File: src/rtl/regfile_scoreboard.sv
// rtl/regfile_scoreboard.sv - register file with two read ports, one write port and a busy scoreboard
// Busy bits mark registers reserved by an in-flight producer; writes retire them.
module regfile_scoreboard #(
  parameter int DATA_W = 4,
  parameter int ADDR_W = 2,
  parameter logic [(2**ADDR_W)*DATA_W-1:0] RESET_VALS = {4'd0, 4'd3, 4'd0, 4'd2},
  parameter bit ZERO_REG = 1'b0,
  parameter bit BYPASS = 1'b1
) (
  input  logic                   clk,
  input  logic                   reset,
  input  logic                   we,
  input  logic [ADDR_W-1:0]      rd_addr,
  input  logic [DATA_W-1:0]      rd_data,
  input  logic [ADDR_W-1:0]      rs1_addr,
  input  logic [ADDR_W-1:0]      rs2_addr,
  output logic [DATA_W-1:0]      rs1_data,
  output logic [DATA_W-1:0]      rs2_data,
  output logic                   rs1_ready,
  output logic                   rs2_ready,
  input  logic                   alloc_valid,
  input  logic [ADDR_W-1:0]      alloc_addr,
  output logic                   alloc_ready,
  output logic [(2**ADDR_W)-1:0] busy_mask
);

  localparam int NREGS = 2**ADDR_W;

  logic [DATA_W-1:0] regs_q [NREGS];
  logic [NREGS-1:0]  busy_q, busy_d;
  logic              wr_en, zr_alloc, alloc_fire;

  assign wr_en      = we && !(ZERO_REG && (rd_addr == '0));
  assign zr_alloc   = ZERO_REG && (alloc_addr == '0);
  assign alloc_ready = zr_alloc || !busy_q[alloc_addr] || (we && (rd_addr == alloc_addr));
  assign alloc_fire = alloc_valid && alloc_ready && !zr_alloc;

  // Set is applied after clear so a same-edge alloc reserves the new producer.
  always_comb begin
    busy_d = busy_q;
    if (wr_en)
      busy_d[rd_addr] = 1'b0;
    if (alloc_fire)
      busy_d[alloc_addr] = 1'b1;
  end

  always_ff @(posedge clk or posedge reset) begin
    if (reset) begin
      for (int i = 0; i < NREGS; i++) begin
        if (ZERO_REG && (i == 0))
          regs_q[i] <= '0;
        else
          regs_q[i] <= RESET_VALS[i*DATA_W +: DATA_W];
      end
      busy_q <= '0;
    end else begin
      if (wr_en)
        regs_q[rd_addr] <= rd_data;
      busy_q <= busy_d;
    end
  end

  function automatic logic [DATA_W-1:0] read_port(input logic [ADDR_W-1:0] a);
    if (ZERO_REG && (a == '0))
      return '0;
    else if (BYPASS && wr_en && (rd_addr == a))
      return rd_data;
    else
      return regs_q[a];
  endfunction

  function automatic logic ready_port(input logic [ADDR_W-1:0] a);
    return !busy_q[a] || (BYPASS && we && (rd_addr == a));
  endfunction

  assign rs1_data  = read_port(rs1_addr);
  assign rs2_data  = read_port(rs2_addr);
  assign rs1_ready = ready_port(rs1_addr);
  assign rs2_ready = ready_port(rs2_addr);
  assign busy_mask = busy_q;

endmodule
File: config.mk
export PLATFORM = sky130hd
export DESIGN_NAME = regfile_scoreboard
export DESIGN_NICKNAME = d
export VERILOG_FILES = /design/src/rtl/regfile_scoreboard.sv
export SDC_FILE = /design/constraint.sdc
export NUM_CORES = 1
export LEC_CHECK = 0
export CAP_MARGIN = 20
export CORE_MARGIN = 5
export CORE_UTILIZATION = 49
export DETAILED_ROUTE_END_ITERATION = 8
export PLACE_DENSITY = 0.79
export SLEW_MARGIN = 20
export SYNTH_ARGS = -nofsm -noshare
export SYNTH_HDL_FRONTEND = slang
export SYNTH_SLANG_ARGS = --single-unit
File: constraint.sdc
create_clock -name clk -period 1.9 [get_ports clk]
set_input_delay 0.475 -clock clk [delete_from_list [all_inputs] [get_ports clk]]
set_output_delay 0.475 -clock clk [all_outputs]
set_load 0.005 [all_outputs]
---- After elaboration in Yosys (flattened, before gate mapping) ----
Index checks and enable logic that the tools add are counted.
operators by class
  magnitude comparators ................... 10
  equal/unequal tests ..................... 3
  muxes and demuxes ....................... 23
  bitwise logic cells ..................... 6
  reductions and logical operators ........ 13
operators with widths
  operator                                                                              count
  4-bit 2-to-1 mux                                                                      9
  4-bit binary-select mux with 2-bit select                                             2
  16-bit bitwise mux                                                                    1
  2-bit by 3-bit < comparator with 1-bit output (second input constant)                 4
  3-bit greater-or-equal comparator (second input constant)                             3
  2-bit inverter with 3-bit output                                                      3
  4-bit demux with 2-bit select                                                         1
  1-bit logical AND                                                                     7
  1-bit binary-select mux with 2-bit select                                             3
  2-bit == test                                                                         3
  1-bit 2-to-1 mux                                                                      5
  4-bit bitwise AND                                                                     1
  1-bit demux with 2-bit select                                                         2
  2-bit by 1-bit greater-or-equal comparator with 1-bit output (second input constant)  2
  4-bit inverter                                                                        1
  4-bit OR                                                                              1
  1-bit logical NOT                                                                     3
  1-bit logical OR                                                                      3
  3-bit by 1-bit < comparator with 1-bit output (second input constant)                 1
storage, ports and cells
  register bits after elaboration ......... 20
  output and inout port bits .............. 15
  word-level logic and storage cells ...... 60

---- Depth between registers and ports, before layout ----
Gate-level depths: netlist (run 1).
  depth after elaboration ................. 9
  mapped depth ............................ 4

---- Least setup slack after synthesis (run 1) ----
Ideal clock, no wire load.
  path type ............................... input to output
  start point ............................. input rs2_addr[1]
  end point ............................... output rs2_data[1]
  arrival time ............................ 1331 ps
  required time ........................... 1425 ps
  setup slack ............................. 94 ps
  stages .................................. 3
  cell sequence ........................... buf_6 mux4_2 mux2_2
between the ends
  cells in the longest elaborated chain, start to end .. 5
RTL lines
  element                                                 line  source
  start: declaration                                      16    input logic [ADDR_W-1:0] rs2_addr,
  2-bit inverter with 3-bit output (not written as such)  69    return regs_q[a];
  4-bit binary-select mux with 2-bit select               69
  4-bit 2-to-1 mux (not written as such) (2 in a row)     69
  4-bit 2-to-1 mux (*)                                    66    else if (BYPASS && wr_en && (rd_addr == a))
  end: declaration                                        18    output logic [DATA_W-1:0] rs2_data,
Mark *: on every way between the ends. The rest lies on a longest branch, timed or not. The select of a mux whose other input is x is not followed.

---- Worst setup path in the final report (run 1) ----
  start point ............................. register regs_q[1] in the netlist's numbering
  end point ............................... output rs1_data[1]
between the ends
  cells in the longest elaborated chain, start to end .. 4
RTL lines
  element                                              line  source
  start: declaration                                   29    logic [DATA_W-1:0] regs_q [NREGS];
  start signal: indexed assignment                     53    regs_q[i] <= RESET_VALS[i*DATA_W +: DATA_W];
  start signal: indexed assignment                     58    regs_q[rd_addr] <= rd_data;
  4-bit binary-select mux with 2-bit select            69
  4-bit 2-to-1 mux (not written as such) (2 in a row)  69
  4-bit 2-to-1 mux                                     66
  end: declaration                                     17    output logic [DATA_W-1:0] rs1_data,
Every way passes these cells. The select of a mux whose other input is x is not followed.

==> results.ini, run 1 <==
[synthesis]
netlist_instances=98
yosysSeqAreaShare_pct=38.5
synth-warning-count=0
synth_xor_area_share_pct=4.02
synth_cell_type_count=19
synth_top_family_by_area=multiplexers
synthAdderAreaFrac_pct=0
synth-compound-area-share_pct=3.73
yosys.area_share.simple_pct=7.27
postSynthAreaPerCell_um2=13.4
syn_nets=114
synthMuxAreaShare_pct=40.4
synth-seq-cells=20
synth_area_um2=1310

[power]
p_leak_nw=1.02
p_per_area_nw_per_um2=752
peakVddDrop_v=0.000575

[place]
place_ws_ps=-917
dp_hpwl_um=2550
io_buffers=30
postPlaceCellArea_um2=1830
dp_cells=184
routabilityCongestion=0.924

[global_routing]
grt_max_degree=21
grt_overflow=0
antenna_found_initial=0
grt_pass1_vias=1353
grt_pass1_wl_um=6580
grt_use_total_pct=24.9

[clock_tree]
clk_latency_ps=300
cts_buffers=3
cts_tree=yes
cts.clk_slew.worst_paths_ps=130
max-clock-path-buffers=2
ctsHoldBuffers=0
htree_levels=1
root_buffer=clkbuf_4
clkSinkCount=20

[timing]
finClkSkew_ps=0
rsz0062_at_grt=yes
hold_slack_ps=492
fin_crit_ps=2080
setup_violations=10
max_slew.worst_pin.slew_ps=384
slew_violations=0
hold_violations=0
postLayoutSetupSlackWorst_ps=-181
max_freq_mhz=480
maxSlewHeadroom_pct=74.3
fin_crit_sh_pct=110

[routing]
drt_wl_total_um=3980
wl_per_cell_um=19.6
drtAntennaViolNets=0
avgViaCountPerCell=5.64
dr.pass1.iters=4
drcViolationCount=0
num_vias=1145
drtIter0Drc=50

[floorplanning]
core_um2=2520
start_util_pct=51.9
die_w_um=61.7
rows=18
die_area_um2=3800
die_h_um=61.7
io_pins=31

[final_layout]
fillers=126
final_cells=203
drive_above_1_share_pct=68.8
utilization_pct=85.3
syn_to_final_growth_pct=64.3
postLayoutCellArea_um2=2150
antennaDiodeCount=0
layout.nets=190

[critical_path]
cp-end-kind=primary output
worst_ep_arrival_time_ps=1610
crit_path_start_kind=flip-flop
reg2reg_slack_ps=810
worst_ep_required_time_ps=1420
critPathMaxFanout=3
crit_type=reg2out

[flow_run]
drv_cap=0

[outcome]
status=finished, violations left
violations=setup timing

[hold_path]
min_path_type=in2async

[synthesized netlist by cell type]
cell	n	area [um2]
mux4_2	9	203
buf_6	4	45.0
xnor2_1	6	52.6
nand3b_1	3	22.5
o31ai_1	1	7.51
or3b_2	1	8.76
mux4_1	2	52.6
mux2_4	1	15.0
o22ai_1	1	6.26
inv_1	5	18.8
o21ai_0	2	10.0
nand2_1	7	26.3
buf_2	3	15.0
a31oi_1	4	25.0
dfstp_2	3	78.8
mux2_2	23	259
dfrtp_1	17	425
nand3_1	5	25.0
nor3b_2	1	12.5
[metrics by stage]
step	TNS (ps)	power [mW]
after global routing	-1820	1.71
final	-1450	1.62
after CTS	-1250	1.58
after detailed placement	-10770	1.22
after floorplan	0	0.889
after global placement	-9810	1.20
[worst max-delay path: stages, from the launching register on]
cell and delay (ps):
dfrtp_1 430, mux4_2 490, mux2_4 270, buf_6 110
[layer usage]
| metal | wire [um] | GRT usage [%] | vias up |
|---|---|---|---|
| li1 | - | - | 523 |
| met1 | 1580 | 29.0 | 559 |
| met2 | 2080 | 45.9 | 47 |
| met3 | 180 | 2.73 | 16 |
| met4 | 146 | 10.3 | 0 |
| met5 | 0 | 0 | - |
[report_power, final]
group / internal (mW) / total, mW / switching [mW]
Combinational: 0.513 / 0.773 / 0.260
Sequential: 0.520 / 0.589 / 0.0697
Clock: 0.117 / 0.255 / 0.138
[placed cells by master (no fill, tap or decap), drive strengths merged, types with 3 or more instances in the layout]
| cell | n |
|---|---|
| mux4 | 11 |
| dfstp | 3 |
| a31oi | 4 |
| xnor2 | 6 |
| dlymetal6s2s | 3 |
| nand3 | 5 |
| buf | 64 |
| nand3b | 3 |
| nand2 | 7 |
| inv | 5 |
| dfrtp | 17 |
| clkbuf | 5 |
| clkdlybuf4s50 | 6 |
| mux2 | 24 |
[final timing paths]
path / start / endpoint / cells after the start
worst max register to register: busy_mask[3]$_DFF_PP0_ / busy_mask[3]$_DFF_PP0_ / 6
max in group asynchronous: reset / regs_q[4]$_DFFE_PP1P_ / 3
worst max-delay path: regs_q[1]$_DFFE_PP0P_ / rs1_data[1] / 3
min in group clk: regs_q[2]$_DFFE_PP0P_ / regs_q[2]$_DFFE_PP0P_ / 1
worst min-delay path: reset / regs_q[14]$_DFFE_PP0P_ / 3
worst min register to register: regs_q[2]$_DFFE_PP0P_ / regs_q[2]$_DFFE_PP0P_ / 1
[state kept, by name (all words and copies together) (netlist names)]
signal / flops
busy_mask: 4
regs_q: 16
[cell type report]
class / instances / area (um2) / share of cell area (%)
multi-input combinational: 66 / 830 / 38.6
tap: 30 / 37.5 / 1.75
inverter: 5 / 18.8 / 0.873
clock buffer: 4 / 36.3 / 1.69
timing repair buffer: 78 / 724 / 33.7
sequential: 20 / 504 / 23.4
[repair_timing]
item / 4_1_cts / 5_1_grt
buffers inserted: 15 / 1
gates resized for setup: 124 / 9
setup endpoints to repair: 11 / 14
pin swaps: 8 / 4
hold endpoints to repair: 0 / 0
[cells by family after synthesis]
| family | Yosys count |
|---|---|
| flops | 20 |
| xor+xnor | 6 |
| simple gates | 17 |
| mux | 35 |
| compound gates | 8 |
| buf+inv | 12 |
Power figures use the tool's default switching activity.
==> inputs of run 2 (changes only) <==
==> constraint.sdc (replaced) <==
create_clock -name clk -period 2 [get_ports clk]
set_input_delay 0.5 -clock clk [delete_from_list [all_inputs] [get_ports clk]]
set_output_delay 0.5 -clock clk [all_outputs]
set_load 0.005 [all_outputs]
==> run 2 against run 1 <==
  * Critical path type is now in2out
  * Setup slack improved by 11 ps
  * The run still ends with setup timing left
  * Highest routed layer unchanged
  * Wire length down 4.5%
  * Sequential share of layout area increased by 0.77 points
  * Via count is essentially flat
  * Power shrank 6.2%
  * Die area unchanged
  * Flip-flop and latch count unchanged
  * Register-to-register slack gained 160 ps
  * Hold slack worse by 1.5 ps
==> results.ini, run 2 (same netlist as run 1, synthesis figures left out) <==
[outcome]
status=finished, violations left
violations=setup timing

[clock_tree]
cts_buffers=3  ; unchanged
root_buffer=clkbuf_4
clkSinkCount=20  ; unchanged
clk_latency_ps=310  ; about the same
htree_levels=1  ; unchanged
cts.clk_slew.worst_paths_ps=120  ; about the same
max-clock-path-buffers=2  ; unchanged
ctsHoldBuffers=0  ; unchanged
cts_tree=yes

[critical_path]
critPathTopFamily=buffers and inverters
worst_ep_arrival_time_ps=1670  ; +60 ps
cp-end-kind=primary output
worst_ep_required_time_ps=1500  ; +80 ps
worst-path-stages=8  ; +5
crit_chain=buf_6 > buf_6 > xnor2_4 > nand3_4 > buf_6 > buf_6 > mux2_4 > buf_6
critPathMaxFanout=3  ; unchanged
crit_top_cell=buf_6
crit_type=in2out
reg2reg_slack_ps=970  ; +160 ps
worstReg2RegEnd=busy_mask[2]$_DFF_PP0_
crit_slowest_cell=mux2_4
r2r_cells=5  ; -1
crit_start=rs1_addr[1]
cp_num_buf_inv=5  ; +4
endpoint=rs1_data[0]
worstReg2RegStart=busy_mask[2]$_DFF_PP0_
crit_path_start_kind=primary input
cpPeakStageDelay_ps=290  ; -200 ps

[floorplanning]
die_h_um=61.7  ; unchanged
start_util_pct=51.9  ; unchanged
rows=18  ; unchanged
io_pins=31  ; unchanged
die_w_um=61.7  ; unchanged
core_um2=2520  ; unchanged
die_area_um2=3800  ; unchanged

[routing]
drt_wl_total_um=3800  ; -4.5%
drtIter0Drc=32  ; -36%
num_vias=1144  ; -0.087%
wl_per_cell_um=19.1  ; -2.6%
dr.pass1.iters=4  ; unchanged
avgViaCountPerCell=5.75  ; +1.9%
drcViolationCount=0  ; unchanged
drtAntennaViolNets=0  ; unchanged

[final_layout]
final_cells=199  ; -2.0%
final_common_cell=buf_4
syn_to_final_growth_pct=59.1
layout.nets=186  ; -2.1%
final_cell_mix=buf_4 (30), buf_6 (25), mux2_2 (18)
postLayoutCellArea_um2=2080  ; -3.2%
antennaDiodeCount=0  ; unchanged
drive_above_1_share_pct=66.9  ; -1.9 points
top_register=regs_q
largest_reg_flops=16  ; unchanged

[place]
routabilityCongestion=0.902  ; -2.3%
io_buffers=30  ; unchanged
dp_cells=181  ; -1.6%
dp_hpwl_um=2750  ; +7.8%
postPlaceCellArea_um2=1810  ; -1.2%

[global_routing]
grt_pass1_vias=1239  ; -8.4%
grt_overflow=0  ; unchanged
grt_use_total_pct=23.0  ; -1.9 points
antenna_found_initial=0  ; unchanged
grt_max_degree=21  ; unchanged
grt_pass1_wl_um=5990  ; -9.0%

[timing]
setup_violations=11  ; +1
fin_crit_ps=2170
rsz0062_at_grt=yes
finClkSkew_ps=0  ; unchanged
maxSlewHeadroom_pct=74.1  ; -0.21 points
max_freq_mhz=461
hold_violations=0  ; unchanged
fin_crit_sh_pct=109
slew_violations=0  ; unchanged
max_slew.worst_pin.slew_ps=387  ; +3.10 ps
postLayoutSetupSlackWorst_ps=-170  ; +11.2 ps

[power]
peakVddDrop_v=0.000554  ; -3.7%
p_per_area_nw_per_um2=729  ; -3.1%
p_leak_nw=0.949  ; -6.9%

[flow_run]
drv_cap=0  ; unchanged

[hold_path]
min_path_type=in2async

-- run 2: routing by layer --
layer | vias up | wire, um | global-route usage (%)
li1 | 514 | - | -
met1 | 569 | 1450 | 25.6
met2 | 46 | 2070 | 41.0
met3 | 15 | 132 | 2.94
met4 | 0 | 146 | 14.5
met5 | - | 0 | 0
-- run 2: how the worst min path moves through the flow --
stage / startpoint / to / slack, ps
after floorplan: reset / busy_mask[0]$_DFF_PP0_ / 460
after global placement: regs_q[9]$_DFFE_PP0P_ / regs_q[9]$_DFFE_PP0P_ / 500
after detailed placement: regs_q[0]$_DFFE_PP0P_ / regs_q[0]$_DFFE_PP0P_ / 510
after CTS: reset / regs_q[6]$_DFFE_PP0P_ / 520
after global routing: reset / regs_q[6]$_DFFE_PP0P_ / 500
final: reset / regs_q[6]$_DFFE_PP0P_ / 490
-- run 2: cell type report --
type	instances	area (um2)
fill	140	440
multi-input combinational	66	818
inverter	5	18.8
clock buffer	4	36.3
sequential	20	504
timing repair buffer	74	667
tap	30	37.5
-- run 2: what timing repair did --
item,in CTS,in global routing
endpoints found under the hold margin,0,0
gates resized for setup,109,8
buffers inserted,13,2
pin swaps,5,4
setup endpoints to repair,11,10
-- run 2: power by group --
part | total (mW) | switching, mW | internal, mW
clock | 0.241 | 0.130 | 0.111
combinational | 0.715 | 0.240 | 0.475
sequential | 0.561 | 0.0671 | 0.494
-- run 2: worst reg2reg max path, stage by stage, from the launching register on --
cell     delay [ps]
dfrtp_1         420
buf_6           120
buf_4           100
inv_1            40
a31oi_1         140
o21ai_0         100
-- run 2: metrics by stage --
stage | TNS, ps | power [mW] | hold slack [ps] | util [%] | setup slack [ps]
final | -895 | 1.52 | 490 | 82.5 | -170
after global routing | -1510 | 1.60 | 504 | 82.5 | -211
after CTS | -838 | 1.48 | 517 | 81.0 | -169
after detailed placement | -9680 | 1.17 | 514 | 71.8 | -899
after global placement | -8730 | 1.13 | 504 | 71.8 | -836
after floorplan | 0 | 0.845 | 462 | - | 144
==> inputs of run 3 (changes only) <==
--- a/config.mk
+++ b/config.mk
@@ -8,6 +8,7 @@
 export CAP_MARGIN = 20
 export CORE_MARGIN = 5
 export CORE_UTILIZATION = 49
+export CTS_CLUSTER_DIAMETER = 120
 export DETAILED_ROUTE_END_ITERATION = 8
 export PLACE_DENSITY = 0.79
 export SLEW_MARGIN = 20
==> results of run 3 <==
Final layout, timing and power as in run 2 (identical DEF).
